## src/rtl/reg_file_scoreboard_pkg.sv

```systemverilog
// reg_file_scoreboard_pkg: shared widths, register-ID types and the one-hot test
package reg_file_scoreboard_pkg;
    localparam int REG_ID_W = 4;
    localparam int DATA_W   = 16;
    localparam int NUM_REGS = 16;
    typedef logic [REG_ID_W-1:0] reg_id_t;
    typedef logic [DATA_W-1:0]   data_t;
    localparam reg_id_t ZERO_REG = 4'd0;
    // True only when exactly one bit is set; an all-zero wordline is "no write", not one-hot
    function automatic logic is_onehot16(input logic [NUM_REGS-1:0] v);
        return (v != '0) && ((v & (v - 16'd1)) == '0);
    endfunction
endpackage

```

## src/rtl/reg_file_scoreboard_if.sv

```systemverilog
// reg_file_scoreboard_if: decode/writeback bundle into the register file
interface reg_file_scoreboard_if;
    import reg_file_scoreboard_pkg::*;
    logic [NUM_REGS-1:0] Wordline;
    data_t               WriteData;
    reg_id_t             SrcReg1;
    reg_id_t             SrcReg2;
    logic                Use1;
    logic                Use2;
    logic                IssueValid;
    reg_id_t             IssueDst;
    data_t               SrcData1;
    data_t               SrcData2;
    logic                Stall;
    logic                WordlineErr;
    modport master (
        output Wordline, WriteData, SrcReg1, SrcReg2, Use1, Use2, IssueValid, IssueDst,
        input  SrcData1, SrcData2, Stall, WordlineErr
    );
    modport slave (
        input  Wordline, WriteData, SrcReg1, SrcReg2, Use1, Use2, IssueValid, IssueDst,
        output SrcData1, SrcData2, Stall, WordlineErr
    );
endinterface

```

## src/rtl/reg_file_scoreboard_pending_scoreboard.sv

```systemverilog
// pending_scoreboard: per-register in-flight bits and the RAW stall they cause
module pending_scoreboard
    import reg_file_scoreboard_pkg::*;
(
    input  logic                clk,
    input  logic                rst_n,
    input  logic [NUM_REGS-1:0] wordline,
    input  logic                onehot,
    input  logic                issue_valid,
    input  reg_id_t             issue_dst,
    input  reg_id_t             src1,
    input  reg_id_t             src2,
    input  logic                use1,
    input  logic                use2,
    output logic                stall
);
    logic [NUM_REGS-1:0] pending_q, pending_d;

    // A source is hazardous only if pending and not being written back right now (bypass covers that)
    function automatic logic hz(input logic [NUM_REGS-1:0] p, input logic [NUM_REGS-1:0] wl,
                                input logic oh, input reg_id_t r);
        return p[r] && !(wl[r] && oh) && (r != ZERO_REG);
    endfunction

    assign stall = (use1 && hz(pending_q, wordline, onehot, src1)) ||
                   (use2 && hz(pending_q, wordline, onehot, src2));

    // Clear on writeback first, then set on issue so a new producer to the same register wins
    always_comb begin
        pending_d = pending_q;
        if (onehot) pending_d = pending_d & ~wordline;
        if (issue_valid && !stall && issue_dst != ZERO_REG) pending_d[issue_dst] = 1'b1;
        pending_d[0] = 1'b0;
    end

    // Pending bit register
    always_ff @(posedge clk or negedge rst_n) begin
        if (!rst_n) pending_q <= '0;
        else        pending_q <= pending_d;
    end
endmodule

```

## src/rtl/reg_file_scoreboard.sv

```systemverilog
// reg_file_scoreboard: 16x16 register file with one-hot write wordline, bypass and RAW scoreboard
module reg_file_scoreboard
    import reg_file_scoreboard_pkg::*;
(
    input  logic                  clk,
    input  logic                  rst_n,
    reg_file_scoreboard_if.slave  bus
);
    data_t regs_q [NUM_REGS];
    data_t regs_d [NUM_REGS];
    logic  err_q, err_d;
    logic  onehot;

    assign onehot = is_onehot16(bus.Wordline);

    assign bus.SrcData1 = (bus.SrcReg1 == ZERO_REG) ? '0 :
                          (bus.Wordline[bus.SrcReg1] && onehot) ? bus.WriteData : regs_q[bus.SrcReg1];
    assign bus.SrcData2 = (bus.SrcReg2 == ZERO_REG) ? '0 :
                          (bus.Wordline[bus.SrcReg2] && onehot) ? bus.WriteData : regs_q[bus.SrcReg2];
    assign bus.WordlineErr = err_q;

    // Write the single selected register; multi-hot writes nothing and latches the error flag
    always_comb begin
        regs_d = regs_q;
        for (int i = 1; i < NUM_REGS; i++)
            if (onehot && bus.Wordline[i]) regs_d[i] = bus.WriteData;
        regs_d[0] = '0;
        err_d = err_q | ((bus.Wordline != '0) && !onehot);
    end

    // Register array and sticky error flag
    always_ff @(posedge clk or negedge rst_n) begin
        if (!rst_n) begin
            for (int i = 0; i < NUM_REGS; i++) regs_q[i] <= '0;
            err_q <= 1'b0;
        end else begin
            regs_q <= regs_d;
            err_q  <= err_d;
        end
    end

    pending_scoreboard u_pending (
        .clk         (clk),
        .rst_n       (rst_n),
        .wordline    (bus.Wordline),
        .onehot      (onehot),
        .issue_valid (bus.IssueValid),
        .issue_dst   (bus.IssueDst),
        .src1        (bus.SrcReg1),
        .src2        (bus.SrcReg2),
        .use1        (bus.Use1),
        .use2        (bus.Use2),
        .stall       (bus.Stall)
    );
endmodule

```

## src/flat_wrapper.sv

```systemverilog
// flat-port wrapper written by rule: the top's interface ports become plain ports
module reg_file_scoreboard_flat import reg_file_scoreboard_pkg::*;
  (clk, rst_n, bus_Wordline, bus_WriteData, bus_SrcReg1, bus_SrcReg2, bus_Use1, bus_Use2, bus_IssueValid, bus_IssueDst, bus_SrcData1, bus_SrcData2, bus_Stall, bus_WordlineErr);
  reg_file_scoreboard_if bus_i ();
  input  logic clk;
  input  logic rst_n;
  input wire logic [$bits(bus_i.Wordline)-1:0] bus_Wordline;
  input wire logic [$bits(bus_i.WriteData)-1:0] bus_WriteData;
  input wire logic [$bits(bus_i.SrcReg1)-1:0] bus_SrcReg1;
  input wire logic [$bits(bus_i.SrcReg2)-1:0] bus_SrcReg2;
  input wire logic [$bits(bus_i.Use1)-1:0] bus_Use1;
  input wire logic [$bits(bus_i.Use2)-1:0] bus_Use2;
  input wire logic [$bits(bus_i.IssueValid)-1:0] bus_IssueValid;
  input wire logic [$bits(bus_i.IssueDst)-1:0] bus_IssueDst;
  output wire logic [$bits(bus_i.SrcData1)-1:0] bus_SrcData1;
  output wire logic [$bits(bus_i.SrcData2)-1:0] bus_SrcData2;
  output wire logic [$bits(bus_i.Stall)-1:0] bus_Stall;
  output wire logic [$bits(bus_i.WordlineErr)-1:0] bus_WordlineErr;
  assign bus_i.Wordline = bus_Wordline;
  assign bus_i.WriteData = bus_WriteData;
  assign bus_i.SrcReg1 = bus_SrcReg1;
  assign bus_i.SrcReg2 = bus_SrcReg2;
  assign bus_i.Use1 = bus_Use1;
  assign bus_i.Use2 = bus_Use2;
  assign bus_i.IssueValid = bus_IssueValid;
  assign bus_i.IssueDst = bus_IssueDst;
  assign bus_SrcData1 = bus_i.SrcData1;
  assign bus_SrcData2 = bus_i.SrcData2;
  assign bus_Stall = bus_i.Stall;
  assign bus_WordlineErr = bus_i.WordlineErr;
  reg_file_scoreboard u_core (.clk(clk), .rst_n(rst_n), .bus(bus_i));
endmodule
```

## config.mk

```make
export PLATFORM = sky130hd
export DESIGN_NAME = reg_file_scoreboard_flat
export DESIGN_NICKNAME = d
export VERILOG_FILES = /design/src/rtl/reg_file_scoreboard_pkg.sv /design/src/rtl/reg_file_scoreboard_if.sv /design/src/rtl/reg_file_scoreboard_pending_scoreboard.sv /design/src/rtl/reg_file_scoreboard.sv /design/src/flat_wrapper.sv
export SDC_FILE = /design/constraint.sdc
export NUM_CORES = 1
export LEC_CHECK = 0
export CORE_UTILIZATION = 50
export DETAILED_ROUTE_END_ITERATION = 12
export GPL_TIMING_DRIVEN = 0
export PLACE_DENSITY = 0.7
export SLEW_MARGIN = 10
export SYNTH_ARGS = -nofsm -noshare
export SYNTH_HDL_FRONTEND = slang
export SYNTH_SLANG_ARGS = --single-unit
```

## constraint.sdc

```tcl
create_clock -name clk -period 11.69 [get_ports clk]
set_input_delay 2.9225 -clock clk [delete_from_list [all_inputs] [get_ports clk]]
set_output_delay 2.9225 -clock clk [all_outputs]
set_load 0.01 [all_outputs]
```

==> run summary, run 1 <==
Netlist cell types = 58
Number of synthesized flops with an enable pin = 0
Antenna viol nets, final = 0
Clock sinks = 256
Fillers = 2264
Peak per-stage delay on the critical path = 0.81 ns
CP endpoint kind = output pin
Final Hold Viols = 0
First-pass GRT wire length = 68300 µm
Initial DRC Count = 977
Worst slew pin tran = 1.28 ns
Post-Syn Area per Cell = 15.2 µm²
Simple-gate share of the synthesized area = 0.0486
Die Ht = 176 µm
Post-synthesis adder-cell area fraction = 0.00132
Worst Path Max Fanout = 10
Cells after Synth = 1001
Placed cell count = 1469
Synth Area in Compound Gates = 0.0449
Largest family of logic cells by synthesized area = multiplexers
WP data required = 8.77 ns
Syn. warnings = 0
Skew final = 0.00336 ns
CP delay by family, top = buffers and inverters
Slew Viols, Final = 0
WS Path Type = in -> out
CP dominant cell by count = clkbuf_1
Post-detailed-route wirelength per cell = 30.3 µm
Layout Cells excl Fill = 1521
Setup crit start kind = primary input
Post-synthesis mux area share = 0.447
Post-synth top cells = 256 x dfrtp_1, 192 x mux2_2, 131 x mux4_2, 81 x mux2_4, 46 x clkbuf_1
Largest net degree at the start of global routing = 111
P&R area growth vs syn = 15.5%
Final Power = 2.11 mW
P_leak = 8.04 nW
RSZ-0062 raised after global routing = no
# nets final = 1158
Most common flop cell mapped by yosys = dfrtp_1
Layout cells sized above 1 = 0.462
Boundary pin count = 83
Clock buffer count from CTS = 28
Clock latency on the worst-skew pair = 0.55 ns
Post-place setup slack = 0.833 ns
Pwr Density = 120 mW/mm²
CTS tree = done
Vias = 10182
Worst path arrival time = 7.99 ns
Peak VDD IR = 0.0898 mV
Status = complete, no violations
Fmax = 0.0916 GHz
Maximum root-to-sink buffer count = 3
Seq cells post-synth = 256
Diode count = 0
Clk root buf = clkbuf_16
GP Congestion = 0.863
Xor and xnor area share after synthesis = 0
Setup-failing EPs final = 0
Total grt overflow = 0
Worst Hold Class = reg -> reg
Detailed Routing Iterations Pass 1 = 5
Rel. slew slack = 0.145
Vias in the first global route = 10587
Final WS setup = 0.776 ns
Routed Wire Length = 46000 µm
Setup bufs post-CTS = 0
Initial antenna violation count = 0
Initial cell density of the core = 0.511
DR DRC count = 0
Crit path cell chain = clkdlybuf4s50_1, clkbuf_1, buf_1, clkbuf_1, clkbuf_1, nor3_2, clkbuf_1, nor2_1, clkdlybuf4s50_1
Port bufs = 74
WHS = 0.489 ns
Buffers and inverters on the worst path = 7
Detail Placement HPWL = 30000 µm
Vias per std cell = 6.69
# rows = 63
Number of max-cap violations = 0
Post-synthesis sequential area ratio = 0.422
Core area = 0.0297 mm²
CP max-delay cell = buf_1
Cts hold-fix bufs = 0
Sum of negative setup slack = 0 ns
GRT Util Overall = 0.307
Synthesized Nets = 1050
Post-synthesis async set-or-reset flop share = 1.00
Die footprint = 0.0311 mm²
Final Cycle Share = 0.934
Leading area contributor after synthesis = dfrtp_1
Chip Width = 176 µm
Most common cell in the netlist = dfrtp_1
Cell Area, Synth = 0.0152 mm²
Post-synth top area share = 0.422
H-Tree Depth = 1
Synth area leaders = dfrtp_1 42%, mux4_2 19%, mux2_2 14%
Period minus WS final = 10.91 ns
Clock-pin slew on the worst setup and hold paths = 0.06 ns
CTS resizes = 0
==> kinds of logic (layout without fill, tap and decap cells) <==
kind of cell / count (synthesis) / in the layout
adder cells (fa/ha/maj): 2 / 2
multiplexers: 446 / 446
AND/OR/NAND/NOR: 118 / 118
AO/OA/AOI/OAI: 87 / 87
buffers and inverters: 92 / 222
flip-flops: 256 / 256
==> path summary, 6_finish.rpt <==
kind	start	to	slack, ns	cells after the start
setup / recovery	bus_SrcReg2[0]	bus_SrcData2[4]	0.78	9
hold / removal	u_core.bus.WordlineErr$_DFF_PN0_	u_core.bus.WordlineErr$_DFF_PN0_	0.49	1
setup reg to reg	u_core.u_pending.pending_q[13]$_DFF_PN0_	u_core.u_pending.pending_q[5]$_DFF_PN0_	9.39	6
hold reg to reg	u_core.bus.WordlineErr$_DFF_PN0_	u_core.bus.WordlineErr$_DFF_PN0_	0.49	1
max in group asynchronous	rst_n	u_core.regs_q[112]$_DFFE_PN0P_	7.98	3
min in group asynchronous	rst_n	u_core.regs_q[59]$_DFFE_PN0P_	2.33	1
==> per-stage QoR <==
stage	utilization	instance area, µm²
6_report	0.590	17500
5_1_grt	0.590	17500
4_1_cts	0.590	17500
3_5_place_dp	0.556	16500
3_3_place_gp	0.552	16400
2_1_floorplan	-	15200
==> area by class of cell <==
cell class              count  area [µm²]  share of cell area
repair buffers             78         823              0.0470
inverters                   4        15.0            0.000856
clock inverters            11         180              0.0103
well taps                 390         488              0.0278
flip-flops and latches    256        6410               0.365
multi-input cells         653        8240               0.470
clock buffers              41         841              0.0480
plain buffers              88         539              0.0308
==> routing by layer <==
metal  GRT usage  part of all wire  wire (µm)
met5           0                 0          0
met2       0.467              0.45      20900
met1       0.421              0.41      18800
met4       0.134             0.047       2180
met3      0.0764             0.092       4220
==> where the power goes <==
| group | internal, mW | switching (mW) |
|---|---|---|
| Sequential | 0.903 | 0.0146 |
| Clock | 0.606 | 0.373 |
| Combinational | 0.0863 | 0.126 |
==> registers in the layout, indices dropped and copies added (netlist names) <==
register                    flops
u_core.regs_q                 240
u_core.bus.WordlineErr          1
u_core.u_pending.pending_q     15
==> worst register-to-register path: stages, from the launching register on <==
cell and delay, ns:
dfrtp_1 0.41, mux4_2 0.49, mux4_2 0.48, nand2_1 0.12
o221a_2 0.28, buf_2 0.25, a32o_1 0.20
==> placed cells by master, fill, tap and decap left out, types with 3 or more instances in the layout <==
cell type        netlist  final
nand2_8                9      9
clkdlybuf4s50_1        0     73
a21oi_1               10     10
nor2_1                40     40
clkinv_2               0      6
nand3_1                3      3
or3_1                  6      6
a32o_1                14     14
nand2_1               20     20
mux4_2               131    131
clkbuf_1              46     50
clkbuf_8               0      7
clkbuf_16              0     29
nand2_2                5      5
buf_2                 15     17
mux2_4                81     81
a22o_1                23     23
dfrtp_1              256    256
nor3_1                 5      4
nor4_1                 4      3
a211oi_1               4      4
buf_4                  7      7
o21ai_0               12     12
nor2b_1               11     11
bufinv_16              0      5
mux2i_1               40     40
mux2_2               192    192
a221oi_1               7      7
buf_1                  7      4
inv_1                  3      3
buf_6                  3      5
buf_12                 7      7
Note: power is estimated with default switching activity, not from simulation.
==> run 2: changes to the inputs <==
--- a/config.mk
+++ b/config.mk
@@ -7,8 +7,10 @@
 export LEC_CHECK = 0
 export CORE_UTILIZATION = 50
 export DETAILED_ROUTE_END_ITERATION = 12
+export DONT_BUFFER_PORTS = 1
 export GPL_TIMING_DRIVEN = 0
-export PLACE_DENSITY = 0.7
+export PLACE_DENSITY = 0.66
+export SETUP_SLACK_MARGIN = 0.15
 export SLEW_MARGIN = 10
 export SYNTH_ARGS = -nofsm -noshare
 export SYNTH_HDL_FRONTEND = slang
==> run 2 against run 1 <==
  * Clock power is 6.8% lower
  * Sequential share of layout area is 1.9 points higher
  * Die area stayed put
  * Via count is 3.6% lower
  * Critical endpoint is now bus_SrcData2[9]
  * Largest cell class unchanged
==> run summary, run 2 (synthesis results as in run 1) <==
Die Ht = 176 µm (unchanged)
Worst path arrival time = 6.77 ns (-1.22 ns)
Die footprint = 0.0311 mm² (unchanged)
Status = complete, no violations
Sequential fraction of design power = 0.461 (+0.026)
Buffers and inverters on the worst path = 5 (-2)
Number of max-cap violations = 0 (unchanged)
Clock sinks = 256 (unchanged)
Most frequent cells in the layout = 256 x dfrtp_1, 192 x mux2_2, 131 x mux4_2
Worst r2r src = u_core.u_pending.pending_q[9]$_DFF_PN0_
Peak VDD IR = 0.127 mV (+41%)
Rel. slew slack = 0.123 (-0.0213)
Area of the multi-input gates = 0.00824 mm² (unchanged)
Setup-failing EPs final = 0 (unchanged)
Peak per-stage delay on the critical path = 0.81 ns (about the same)
CTS resizes = 0 (unchanged)
Layout Cells excl Fill = 1446 (-4.9%)
Worst slew pin tran = 1.31 ns (+0.0320 ns)
Clk root buf = clkbuf_16
Vias in the first global route = 10023 (-5.3%)
Skew final = 0.00604 ns (+0.00268 ns)
WS Path Type = in -> out
Chip Width = 176 µm (unchanged)
Clock latency on the worst-skew pair = 0.56 ns (about the same)
Routed Wire Length = 46700 µm (+1.5%)
Initial cell density of the core = 0.511 (unchanged)
Pint = 1.49 mW (-6.4%)
Detail Placement HPWL = 29600 µm (-1.4%)
Period minus WS final = 9.69 ns (-1.22 ns)
DR DRC count = 0 (unchanged)
Diode count = 0 (unchanged)
Worst Hold Class = reg -> reg
Setup crit start kind = primary input
Total grt overflow = 0 (unchanged)
Initial DRC Count = 870 (-11%)
Setup bufs post-CTS = 0 (unchanged)
Maximum root-to-sink buffer count = 3 (unchanged)
Hold Startpoint = u_core.u_pending.pending_q[6]$_DFF_PN0_
Detailed Routing Iterations Pass 1 = 5 (unchanged)
Boundary pin count = 83 (unchanged)
Clock share of power = 0.457 (-0.007)
Reg area = 0.00641 mm² (unchanged)
Port bufs = 0 (-100%)
Pwr Density = 120 mW/mm² (-0.47%)
CP delay by family, top = buffers and inverters
Largest net degree at the start of global routing = 257 (+130%)
Crit path cell chain = clkbuf_1, buf_1, clkbuf_1, clkbuf_1, nor3_2, clkbuf_1, nor2_1
GRT Util Overall = 0.312 (+0.00435)
Setup crit start = bus_SrcReg2[0]
Sum of negative setup slack = 0 ns (unchanged)
P&R area growth vs syn = 9.72%
Cts hold-fix bufs = 0 (unchanged)
Placed cell count = 1392 (-5.2%)
H-Tree Depth = 1 (unchanged)
Final Hold Viols = 0 (unchanged)
Switching Fraction = 0.250 (+0.00716)
Clock-pin slew on the worst setup and hold paths = 0.05 ns (about the same)
CP max-delay cell = buf_1
Vias = 9819 (-3.6%)
CP dominant cell by count = clkbuf_1
CP endpoint kind = output pin
Fmax = 0.103 GHz (+13%)
P_leak = 7.69 nW (-4.3%)
Largest register FFs = 240 (unchanged)
First-pass GRT wire length = 68700 µm (+0.56%)
Slew Viols, Final = 0 (unchanged)
# nets final = 1083 (-6.5%)
CTS tree = done
# rows = 63 (unchanged)
Post-detailed-route wirelength per cell = 32.3 µm (+6.8%)
Core area = 0.0297 mm² (unchanged)
Antenna viol nets, final = 0 (unchanged)
Layout cells sized above 1 = 0.491 (+0.0299)
Leading cell type in the layout, fill and taps excluded = dfrtp_1
Vias per std cell = 6.79 (+1.4%)
GP Congestion = 0.854 (-1.1%)
Logic gate share of total power = 0.082 (-0.018)
Worst Path Max Fanout = 10 (unchanged)
Initial antenna violation count = 0 (unchanged)
Final Cycle Share = 0.829 (-0.105)
Clock buffer count from CTS = 30 (+7.1%)
RSZ-0062 raised after global routing = no
Fillers = 2370 (+4.7%)
Most flops, register = u_core.regs_q
Net Switching = 499 µW (-2.7%)
WP data required = 8.77 ns (about the same)
==> run 2: layout make-up <==
cell class	count	share of cell area
buffer	88	0.0326
clock buffer	46	0.0536
clock inverter	8	0.00308
inverter	4	0.000902
multi-input combinational	653	0.495
sequential	256	0.385
tap	390	0.0293
timing repair buffer	1	0.000902
==> run 2: per-layer routing <==
metal / GRT usage / part of all wire
met5: 0 / 0
met1: 0.422 / 0.40
met3: 0.0950 / 0.10
met2: 0.464 / 0.45
met4: 0.136 / 0.047
==> run 2: path summary, 6_finish.rpt <==
check,slack (ns),to,cells past startpoint
min reg2reg,0.51,u_core.u_pending.pending_q[6]$_DFF_PN0_,1
max in group asynchronous,9.13,u_core.regs_q[38]$_DFFE_PN0P_,0
max,2.00,bus_SrcData2[9],7
min in group asynchronous,2.06,u_core.regs_q[123]$_DFFE_PN0P_,0
min,0.51,u_core.u_pending.pending_q[6]$_DFF_PN0_,1
max reg2reg,9.39,u_core.u_pending.pending_q[13]$_DFF_PN0_,6
==> run 2: per-stage QoR <==
| stage | total power [mW] | util | instance area (µm²) | hold slack, ns | worst slack, ns |
|---|---|---|---|---|---|
| floorplan | 1.04 | - | 15200 | 0.475 | 3.48 |
| finish | 1.99 | 0.560 | 16600 | 0.513 | 2.00 |
| global placement | 1.09 | 0.527 | 15700 | 0.499 | 1.80 |
| detailed placement | 1.09 | 0.528 | 15700 | 0.502 | 1.97 |
| CTS | 1.99 | 0.560 | 16600 | 0.513 | 1.97 |
| global route | 2.04 | 0.560 | 16600 | 0.523 | 1.82 |
==> run 2: power groups by stage <==
stage / Clock [mW] / Combinational (mW) / Sequential [mW]
after global routing: 0.949 / 0.172 / 0.919
after detailed placement: 0 / 0.161 / 0.934
final: 0.912 / 0.163 / 0.918
after floorplan: 0 / 0.114 / 0.928
after CTS: 0.916 / 0.161 / 0.918
after global placement: 0 / 0.159 / 0.933
